File: config.mk
export PLATFORM = sky130hd
export DESIGN_NAME = mem_stage_lsu
export DESIGN_NICKNAME = d
export VERILOG_FILES = /design/src/rtl/mycpu_pkg.sv /design/src/rtl/load_align.sv /design/src/rtl/mem_stage_lsu.sv
export SDC_FILE = /design/constraint.sdc
export NUM_CORES = 1
export LEC_CHECK = 0
export ABC_CLOCK_PERIOD_IN_PS = 4450
export BUFFER_PORTS_ARGS = -buffer_cell sky130_fd_sc_hd__buf_2
export CORE_MARGIN = 1.5
export CORE_UTILIZATION = 50
export DETAILED_ROUTE_END_ITERATION = 10
export PLACE_DENSITY = 0.9
export SLEW_MARGIN = 20
export SYNTH_ARGS = -nofsm -noshare
export SYNTH_HDL_FRONTEND = slang
export SYNTH_SLANG_ARGS = --single-unit
File: constraint.sdc
create_clock -name clk -period 4.45 [get_ports clk]
set_clock_uncertainty 0.1 [all_clocks]
set_input_delay 0.6675 -clock clk [delete_from_list [all_inputs] [get_ports clk]]
set_output_delay 0.6675 -clock clk [all_outputs]
set_load 0.1 [all_outputs]
File: src/rtl/mycpu_pkg.sv
// rtl/mycpu_pkg.sv - shared pipeline encodings and bus widths; MEM_LWLR_EN widens the EX->MS bus
package mycpu_pkg;

  localparam logic [2:0] LD_ALU = 3'b000;
  localparam logic [2:0] LD_LW  = 3'b001;
  localparam logic [2:0] LD_LB  = 3'b010;
  localparam logic [2:0] LD_LBU = 3'b011;
  localparam logic [2:0] LD_LH  = 3'b100;
  localparam logic [2:0] LD_LHU = 3'b101;
  localparam logic [2:0] LD_LWL = 3'b110;
  localparam logic [2:0] LD_LWR = 3'b111;

  typedef enum logic [1:0] {
    EMPTY  = 2'd0,
    WAIT   = 2'd1,
    READY  = 2'd2,
    CANCEL = 2'd3
  } ms_state_e;

`ifdef MEM_LWLR_EN
  localparam int ES_TO_MS_BUS_WD = 106;
`else
  localparam int ES_TO_MS_BUS_WD = 74;
`endif
  localparam int MS_TO_WS_BUS_WD = 70;
  localparam int MS_FWD_BUS_WD   = 39;

endpackage

File: src/rtl/load_align.sv
// rtl/load_align.sv - load lane select, sign/zero extension and LWL/LWR merge (MEM_LWLR_EN)
module load_align
  import mycpu_pkg::*;
#(
  parameter int DATA_W = 32
) (
  input  logic [2:0]        ld_op,
  input  logic [31:0]       alu_result,
  input  logic [DATA_W-1:0] rdata,
`ifdef MEM_LWLR_EN
  input  logic [31:0]       rt_old,
`endif
  output logic [31:0]       result
);

  logic [31:0] w;
  logic [7:0]  b;
  logic [15:0] h;

  generate
    if (DATA_W == 64) begin : g_w64
      assign w = alu_result[2] ? rdata[63:32] : rdata[31:0];
    end else begin : g_w32
      assign w = rdata;
    end
  endgenerate

  always_comb begin
    case (alu_result[1:0])
      2'd0:    b = w[7:0];
      2'd1:    b = w[15:8];
      2'd2:    b = w[23:16];
      default: b = w[31:24];
    endcase
    h = alu_result[1] ? w[31:16] : w[15:0];
  end

  always_comb begin
    result = alu_result;
    case (ld_op)
      LD_ALU: result = alu_result;
      LD_LW:  result = w;
      LD_LB:  result = {{24{b[7]}}, b};
      LD_LBU: result = {24'h0, b};
      LD_LH:  result = {{16{h[15]}}, h};
      LD_LHU: result = {16'h0, h};
`ifdef MEM_LWLR_EN
      LD_LWL: begin
        case (alu_result[1:0])
          2'd0:    result = {w[7:0],  rt_old[23:0]};
          2'd1:    result = {w[15:0], rt_old[15:0]};
          2'd2:    result = {w[23:0], rt_old[7:0]};
          default: result = w;
        endcase
      end
      LD_LWR: begin
        case (alu_result[1:0])
          2'd0:    result = w;
          2'd1:    result = {rt_old[31:24], w[31:8]};
          2'd2:    result = {rt_old[31:16], w[31:16]};
          default: result = {rt_old[31:8],  w[31:24]};
        endcase
      end
`else
      LD_LWL: result = w;
      LD_LWR: result = w;
`endif
    endcase
  end

endmodule

File: src/rtl/mem_stage_lsu.sv
// rtl/mem_stage_lsu.sv - MEM stage with variable-latency data SRAM response; MEM_LWLR_EN enables LWL/LWR
module mem_stage_lsu
  import mycpu_pkg::*;
#(
  parameter int DATA_W   = 32,
  parameter int ES_BUS_W = ES_TO_MS_BUS_WD,
  parameter int WS_BUS_W = MS_TO_WS_BUS_WD
) (
  input  logic                     clk,
  input  logic                     resetn,
  input  logic                     ws_allowin,
  output logic                     ms_allowin,
  input  logic                     es_to_ms_valid,
  input  logic [ES_BUS_W-1:0]      es_to_ms_bus,
  input  logic                     ms_flush,
  output logic                     ms_to_ws_valid,
  output logic [WS_BUS_W-1:0]      ms_to_ws_bus,
  input  logic                     data_sram_data_ok,
  input  logic [DATA_W-1:0]        data_sram_rdata,
  output logic [MS_FWD_BUS_WD-1:0] ms_fwd_bus
);

  ms_state_e           state;
  ms_state_e           accept_state;
  ms_state_e           leave_state;
  logic [ES_BUS_W-1:0] es_bus_r;
  logic [31:0]         ld_buf;
  logic [31:0]         align_out;
  logic [31:0]         final_result;
  logic [2:0]          ld_op_r;
  logic                mem_req_r;
  logic                gr_we_r;
  logic [4:0]          dest_r;
  logic [31:0]         alu_result_r;
  logic [31:0]         pc_r;
  logic                accept;
  logic                ms_live;
  logic                fwd_pending;

  assign pc_r         = es_bus_r[31:0];
  assign alu_result_r = es_bus_r[63:32];
  assign dest_r       = es_bus_r[68:64];
  assign gr_we_r      = es_bus_r[69];
  assign mem_req_r    = es_bus_r[70];
  assign ld_op_r      = es_bus_r[73:71];

  load_align #(.DATA_W(DATA_W)) u_load_align (
    .ld_op      (ld_op_r),
    .alu_result (alu_result_r),
    .rdata      (data_sram_rdata),
`ifdef MEM_LWLR_EN
    .rt_old     (es_bus_r[105:74]),
`endif
    .result     (align_out)
  );

  always_comb begin
    ms_live        = (state == WAIT) || (state == READY);
    ms_to_ws_valid = ((state == READY) || (state == WAIT && data_sram_data_ok)) && !ms_flush;
    ms_allowin     = (state == EMPTY) || (state == CANCEL && data_sram_data_ok)
                   || (ms_to_ws_valid && ws_allowin);
    accept         = es_to_ms_valid && ms_allowin;
    accept_state   = es_to_ms_bus[70] ? WAIT : READY;
    leave_state    = accept ? accept_state : EMPTY;
    // READY after a request means the response was parked in ld_buf
    final_result   = !mem_req_r ? alu_result_r : ((state == READY) ? ld_buf : align_out);
    fwd_pending    = (state == WAIT) && !data_sram_data_ok;
    ms_to_ws_bus   = ms_to_ws_valid ? {gr_we_r, dest_r, final_result, pc_r} : '0;
    ms_fwd_bus     = ms_live ? {gr_we_r, fwd_pending, dest_r, final_result} : '0;
  end

  always_ff @(posedge clk) begin
    if (accept) es_bus_r <= es_to_ms_bus;
  end

  always_ff @(posedge clk or negedge resetn) begin
    if (!resetn) begin
      state  <= EMPTY;
      ld_buf <= 32'h0;
    end else begin
      case (state)
        EMPTY: if (accept) state <= accept_state;
        WAIT: begin
          if (ms_flush) begin
            state <= data_sram_data_ok ? EMPTY : CANCEL;
          end else if (data_sram_data_ok) begin
            if (ws_allowin) begin
              state <= leave_state;
            end else begin
              ld_buf <= align_out;
              state  <= READY;
            end
          end
        end
        READY: begin
          if (ms_flush)        state <= EMPTY;
          else if (ws_allowin) state <= leave_state;
        end
        // the orphaned response must drain before a new request can be matched
        CANCEL: if (data_sram_data_ok) state <= leave_state;
        default: state <= EMPTY;
      endcase
    end
  end

  a_data_ok_protocol: assert property (@(posedge clk) disable iff (!resetn)
    !(data_sram_data_ok && (state == EMPTY || state == READY)));

`ifndef MEM_LWLR_EN
  a_no_lwlr: assert property (@(posedge clk) disable iff (!resetn)
    !(ms_live && ld_op_r[2:1] == 2'b11));
`endif

endmodule

==> flow_summary.toml, run 1 <==
[run_status]
status = "complete, but fails checks"
violations = "DRC"

[cts]
tritoncts = "done"
clk_latency_ns = 0.36
cts_inserted_buffers = 9
post_cts_buffers = 0
cts_resized = 0
cts_sinks = 108
cts-root-buf = "clkbuf_16"
clockBufferDepth = 2
clk_pin_slew_worst_paths_ns = 0.08
hold_buffers = 0
htree_levels = 3

[global_routing]
antenna_found_initial = 0
grt_use_total_pct = 28.24
grt_overflow_total = 0
grt_max_degree = 76
first_global_vias = 5250
grt_pass1_wl_um = 27590

[die]
initial_utilization_pct = 51.75
dieHeight_um = 112.4
coreArea_um2 = 11560
die-area_um2 = 12630
die_w_um = 112.4
num_rows = 39
num_io_pins = 223

[min_path]
min_path_type = "in -> async"

[critical_path]
cp.arrival_ns = 3.23
cp.required_ns = 3.68
worstSetupPathType = "reg -> out"
crit_path_end_kind = "output pin"
crit_path_start_kind = "register"
crit_fanout = 17

[sta]
hold_viol_final = 0
timing.fmax_mhz = 250.3
rsz0062_at_grt = "no"
fin_crit_ns = 3.995
worst_pin_slew_ns = 0.9533
setup-tns-final_ns = 0
relSlewSlack_pct = 36.44
setup_viol = 0
timing.final.crit_share_pct = 89.77
drv_slew = 0

[synthesis]
yosysTopAreaCellShare_pct = 37.13
synth-seq-cells = 108
synth-async-reset-ratio_pct = 31.48
netlist_area_um2 = 5984
yosysMostFrequentCell = "edfxtp_1"
synth_common_cells = "edfxtp_1, and2_1, o22ai_1"
syn_inst = 581
synth.distinct_cells = 45
syn_nets = 698
synth_flop_cell = "edfxtp_1"
syn_avg_cell_area_um2 = 10.30
ys_warn_count = 0
synth-edff-count = 74
yosys-top-cells-area = "edfxtp_1, dfrtp_1, and2_1"
ys_seq_area_share_pct = 51.35
synth_top_area_cell = "edfxtp_1"

[routing]
drcViolationCount = 10
drtAntennaViolNets = 0
vias_per_cell = 6.089
wl_um = 17700
vias = 5632
drt_pass1_iterations = 10
wl_per_cell_um = 19.13
drtIter0Drc = 440

[layout]
n_antenna_cell = 0
layout-drive-gt1-share_pct = 36.70
nets = 894
syn_to_final_growth_pct = 26.57

[place]
dpl.hpwl_um = 12520
io_buffers = 222
gp_congestion = 0.9336

[run]
drv_cap = 0
==> registers in the layout, summed over array words and instances (netlist names) <==
register and flops:
es_bus_r 74, state 2, ld_buf 32
==> stage by stage <==
step / std cells / instance area, um^2 / hold WS [ns] / util [%] / worst slack (ns)
2_1_floorplan: 581 / 6078 / 0.2719 / - / 0.007061
3_3_place_gp: 909 / 7286 / 0.3606 / 63.00 / 1.082
3_5_place_dp: 909 / 7286 / 0.3687 / 63.00 / 1.001
4_1_cts: 925 / 7570 / 0.3333 / 65.45 / 0.5229
5_1_grt: 925 / 7575 / 0.3612 / 65.50 / 0.3305
6_report: 925 / 7575 / 0.2972 / 65.50 / 0.4553
==> layout by cell type, fill, tap and decap left out, drive strengths merged, types with 2 or more instances in the layout <==
cell        n
clkinv      3
a21boi      2
o2bb2ai     8
o31ai       8
o21a        2
buf       238
o22ai      59
dfrtp      34
nor3       24
nand3       2
a21o        8
clkbuf      9
clkinvlp    2
a31oi       5
nor2b       6
nand2b     17
nor2       22
nand2      40
ha          5
o21ai      19
mux2i      10
inv         8
a32oi      12
edfxtp     74
and3        3
nand3b      2
and2       59
a211o       2
nor3b      33
a21oi      46
mux4        4
a211oi      8
==> worst max-delay path, cell delays in order, from the launching register on <==
cell and delay [ns]:
dfrtp_1 0.42, inv_1 0.12, ha_1 0.64, nor2b_1 0.34
nand3_1 0.17, buf_4 0.24, a21oi_1 0.11, nor3_1 0.32
buf_2 0.48
==> cell type report <==
type	count	area [um^2]
fillers	958	3990
flip-flops and latches	108	3073
multi-input cells	414	2758
repair buffers	238	1259
clock buffers	9	225.2
well taps	143	178.9
clock inverters	7	58.81
inverters	6	22.52
==> final timing paths <==
check | startpoint | end | slack [ns] | cells past startpoint
setup / recovery | state[0]$_DFFE_PN0P_ | ms_to_ws_bus[54] | 0.46 | 8
hold / removal | resetn | state[0]$_DFFE_PN0P_ | 0.30 | 1
setup reg to reg | state[1]$_DFFE_PN0P_ | ld_buf[26]$_DFFE_PN0P_ | 1.70 | 6
hold reg to reg | ld_buf[4]$_DFFE_PN0P_ | ld_buf[4]$_DFFE_PN0P_ | 0.39 | 2
max in group asynchronous | resetn | ld_buf[16]$_DFFE_PN0P_ | 3.39 | 1
min in group clk | es_to_ms_bus[72] | es_bus_r[72]$_DFFE_PN_ | 0.38 | 1
==> routing by layer <==
| metal | up-vias | wire [um] | track usage [%] |
|---|---|---|---|
| met5 | - | 0 | 0 |
| met4 | 0 | 684 | 12.24 |
| met3 | 75 | 1802 | 7.613 |
| met2 | 393 | 8436 | 45.73 |
| met1 | 2595 | 6776 | 35.97 |
| li1 | 2569 | - | - |
==> logic make-up after synthesis <==
family                   count (synthesis)  synth area share (%)
flip-flops                             108                 51.35
AND/OR/NAND/NOR                        213                 20.09
multiplexers                            14                 3.303
buffers and inverters                   59                 4.244
adder cells (fa/ha/maj)                  5                 1.045
AO/OA/AOI/OAI                          182                 19.97
Power of run 1 is not shown: default switching activity piles up to over one toggle a cycle in this logic, so the estimate is an artifact.
==> run 2: changes to the inputs <==
Settings changed: ABC_CLOCK_PERIOD_IN_PS 4450 to 4700, CORE_UTILIZATION 50 to 54, PLACE_DENSITY 0.9 to 0.95.
Clock period 4.45 ns to 4.7 ns, I/O delays scaled along.
==> flow_summary.toml, run 2 (synthesis results as in run 1) <==
[run]
drv_cap = 0

[routing]
drt_pass1_iterations = 5
vias_per_cell = 6.000
wl_per_cell_um = 18.38
drcViolationCount = 0
wl_um = 16890
drtAntennaViolNets = 0
drtIter0Drc = 734
vias = 5514

[sta]
timing.fmax_mhz = 229.5
setup-tns-final_ns = 0
rsz0062_at_grt = "no"
setup_viol = 0
worst_pin_slew_ns = 0.9862
fin_crit_ns = 4.358
relSlewSlack_pct = 34.26
hold_viol_final = 0
drv_slew = 0
timing.final.crit_share_pct = 92.72

[die]
die_w_um = 108.3
coreArea_um2 = 10840
initial_utilization_pct = 55.21
num_rows = 38
die-area_um2 = 11720
num_io_pins = 223
dieHeight_um = 108.3

[global_routing]
grt_use_total_pct = 29.07
first_global_vias = 5154
grt_pass1_wl_um = 25840
grt_overflow_total = 0
antenna_found_initial = 0
grt_max_degree = 76

[layout]
syn_to_final_growth_pct = 22.87
layout-drive-gt1-share_pct = 34.15
stdcell_area_um2 = 7353
layout_common_cells = "buf_2, edfxtp_1, o22ai_1"
final_common_cell = "buf_2"
nets = 891
largest_reg_flops = 74
regMostFlops = "es_bus_r"
n_antenna_cell = 0
reg_top3 = "es_bus_r: 74 flops, ld_buf: 32 flops, state: 2 flops"

[cts]
cts-root-buf = "clkbuf_8"
post_cts_buffers = 0
clk_pin_slew_worst_paths_ns = 0.10
tritoncts = "done"
clockBufferDepth = 2
htree_levels = 3
cts_sinks = 108
hold_buffers = 0
cts_inserted_buffers = 9
clk_latency_ns = 0.38
cts_resized = 0

[critical_path]
cp-startpoint = "state[0]$_DFFE_PN0P_"
crit_fanout = 33
cp.required_ns = 3.89
crit_path_end_kind = "output pin"
worstSetupPathType = "reg -> out"
r2r-start = "state[0]$_DFFE_PN0P_"
cp.arrival_ns = 3.55
rr_worst_depth = 7
cp-endpoint = "ms_to_ws_bus[24]"
reg2reg_slack_ns = 1.62
crit_path_start_kind = "register"
r2r-end = "state[0]$_DFFE_PN0P_"

[place]
dpl.hpwl_um = 12020
gp_congestion = 0.9475
placed_cell_area_um2 = 7142
io_buffers = 222

[min_path]
min_path_type = "in -> async"

[run_status]
status = "completed"
==> run 2: cell type report <==
type / instances / area (um^2)
tap: 140 / 175.2
sequential: 108 / 3073
timing repair buffer: 235 / 1209
multi-input combinational: 414 / 2668
inverter: 6 / 22.52
clock inverter: 7 / 82.58
clock buffer: 9 / 123.9
fill: 869 / 3487
==> run 2: how the worst min path moves through the flow <==
stage                                      from  slack (ns)                endpoint
after floorplan                          resetn        0.31   ld_buf[0]$_DFFE_PN0P_
after global placement    ld_buf[0]$_DFFE_PN0P_        0.36   ld_buf[0]$_DFFE_PN0P_
after detailed placement  ld_buf[0]$_DFFE_PN0P_        0.37   ld_buf[0]$_DFFE_PN0P_
after CTS                                resetn        0.32  ld_buf[16]$_DFFE_PN0P_
after global routing                     resetn        0.35  ld_buf[16]$_DFFE_PN0P_
final                                    resetn        0.30    state[1]$_DFFE_PN0P_
==> run 2: worst max-delay path, cell delays in order, from the launching register on <==
cell,delay (ns)
dfrtp_1,0.42
inv_1,0.12
ha_1,0.68
a21oi_1,0.12
or2_2,0.53
inv_1,0.36
buf_4,0.32
and2_1,0.18
buf_2,0.43
==> run 2: stage by stage <==
step	hold slack (ns)	worst slack (ns)	util, %	std cells
5_1_grt	0.3533	0.1204	67.83	919
3_5_place_dp	0.3710	0.8149	65.88	903
2_1_floorplan	0.3094	0.1559	-	581
4_1_cts	0.3216	0.3803	67.79	919
3_3_place_gp	0.3604	0.9255	65.88	903
6_report	0.2985	0.3422	67.83	919
==> run 2: layer usage <==
metal,GRT usage [%],share of wire [%],vias up
met5,0,0,-
met2,48.06,49,355
met4,12.88,3.7,0
met3,6.209,9.9,54
li1,-,-,2557
met1,36.94,38,2548
Power of run 2 is left out for the same reason.
==> run 3: changes to the inputs <==
Settings changed: ABC_AREA set to 1, CORE_UTILIZATION 54 to 55.
==> flow_summary.toml, run 3 <==
[run_status]
status = "completed"

[die]
coreArea_um2 = 11370
die_w_um = 110.8
num_rows = 39
num_io_pins = 223
die-area_um2 = 12290
initial_utilization_pct = 56.26
dieHeight_um = 110.8

[routing]
drtAntennaViolNets = 0
drtIter0Drc = 645
vias = 6513
drcViolationCount = 0
wl_um = 17870
wl_per_cell_um = 14.39
drt_pass1_iterations = 7
vias_per_cell = 5.244

[synthesis]
syn_inst = 899
synth.distinct_cells = 27
ys_seq_area_share_pct = 48.04
yosys-top-cells-area = "edfxtp_1, nand2_1, dfrtp_1"
synth_common_cells = "nand2_1, nor2_1, inv_1"
yosysMostFrequentCell = "nand2_1"
synth-async-reset-ratio_pct = 31.48
synth_flop_cell = "edfxtp_1"
synth-edff-count = 74
syn_avg_cell_area_um2 = 7.115
syn_nets = 1016
synth-seq-cells = 108
yosysTopAreaCellShare_pct = 34.74
synth_top_area_cell = "edfxtp_1"
ys_warn_count = 0
netlist_area_um2 = 6396

[cts]
clockBufferDepth = 2
hold_buffers = 0
clk_pin_slew_worst_paths_ns = 0.07
cts_sinks = 108
cts_resized = 0
htree_levels = 3
clk_latency_ns = 0.34
cts_inserted_buffers = 9
cts-root-buf = "clkbuf_16"
tritoncts = "done"
post_cts_buffers = 0

[layout]
n_antenna_cell = 0
stdcell_count = 1242
regMostFlops = "es_bus_r"
layout_common_cells = "nand2_1, buf_2, nor2_1"
largest_reg_flops = 74
final_common_cell = "nand2_1"
final_util_pct = 69.27
reg_top3 = "es_bus_r: 74 flops, ld_buf: 32 flops, state: 2 flops"
syn_to_final_growth_pct = 23.14
stdcell_area_um2 = 7876
nets = 1211
layout-drive-gt1-share_pct = 24.57

[critical_path]
r2r-start = "state[0]$_DFFE_PN0P_"
crit_path_start_kind = "register"
slowest_stage = "clkinv_2"
crit_path_cell_trace = "inv_1 -> ha_1 -> buf_4 -> inv_2 -> a21oi_2 -> clkinv_2 -> nor2_1 -> buf_2"
crit_path_end_kind = "output pin"
cp_top_family = "buffers and inverters"
cp-startpoint = "state[0]$_DFFE_PN0P_"
worstSetupPathType = "reg -> out"
cp.required_ns = 3.89
crit_fanout = 70
cp.arrival_ns = 3.36
critical_path_buf_inv_count = 5
critPathMaxStageDelay_ns = 0.73

[global_routing]
grt_overflow_total = 0
grt_pass1_wl_um = 28880
grt_max_degree = 71
grt_use_total_pct = 29.32
first_global_vias = 6047
antenna_found_initial = 1

[sta]
timing.final.crit_share_pct = 88.61
relSlewSlack_pct = 31.79
hold_viol_final = 0
setup_viol = 0
drv_slew = 0
timing.fmax_mhz = 240.1
setup-tns-final_ns = 0
worst_pin_slew_ns = 1.022
fin_crit_ns = 4.165
rsz0062_at_grt = "no"

[place]
gp_congestion = 0.9611
placed_cell_area_um2 = 7560
io_buffers = 222
dpl.cell_count = 1226
dpl.hpwl_um = 12850

[min_path]
min_path_type = "in -> async"

[run]
drv_cap = 0
## run 3: cell count changes in the layout (fill, tap and decap cells not counted), sizes merged, moves of 33 or more
cell,previous run,this run
nand2,40,315
inv,7,119
and2,59,0
nor3b,33,0
nand3,2,75
o22ai,59,1
nor2,22,146
## run 3: final cells by class
cell class              instances  area, um^2
multi-input cells             627        2689
fillers                       924        3493
clock buffers                  10       229.0
clock inverters                 6       86.33
repair buffers                228        1169
well taps                     143       178.9
flip-flops and latches        108        3073
inverters                     120       451.7
## run 3: cell families (layout without fill, tap and decap cells)
family	Yosys count	count (layout)	share of synthesized area, %
buf+inv	164	364	10.27
simple gates	549	549	34.60
flops	108	108	48.04
compound gates	73	73	6.103
fa+ha+maj	5	5	0.9781
## run 3: worst reg2reg max path, stage by stage, from the launching register on
cell and delay (ns):
dfrtp_1 0.42, inv_1 0.12, ha_1 0.16, buf_4 0.39, inv_2 0.09, a21oi_2 0.24
nand2_1 0.15, a21boi_4 0.67, buf_12 0.36
## run 3: per-stage QoR
stage | setup slack (ns) | hold WS (ns)
floorplan | 0.4415 | 0.3094
detailed placement | 1.065 | 0.3658
CTS | 0.6816 | 0.3814
global route | 0.2418 | 0.3919
global placement | 1.126 | 0.3611
finish | 0.5355 | 0.3527
## run 3: worst paths after layout
check	end	slack, ns	depth (start not counted)
max	ms_to_ws_bus[65]	0.54	8
min	ld_buf[8]$_DFFE_PN0P_	0.35	1
max reg2reg	es_bus_r[60]$_DFFE_PN_	1.66	8
min reg2reg	ld_buf[2]$_DFFE_PN0P_	0.39	2
max in group asynchronous	ld_buf[15]$_DFFE_PN0P_	3.61	1
min in group clk	ld_buf[2]$_DFFE_PN0P_	0.39	2
## run 3: metal layers
layer  share of wire [%]  vias up  routed length (um)  track usage [%]
li1                    -     3180                   -                -
met1                  41     2962                7263            37.04
met2                  48      321                8568            49.42
met3                 8.3       48                1485            6.178
met4                 3.0        2                 539            11.54
met5               0.073        -                  13                0
Power of run 3 is left out for the same reason.
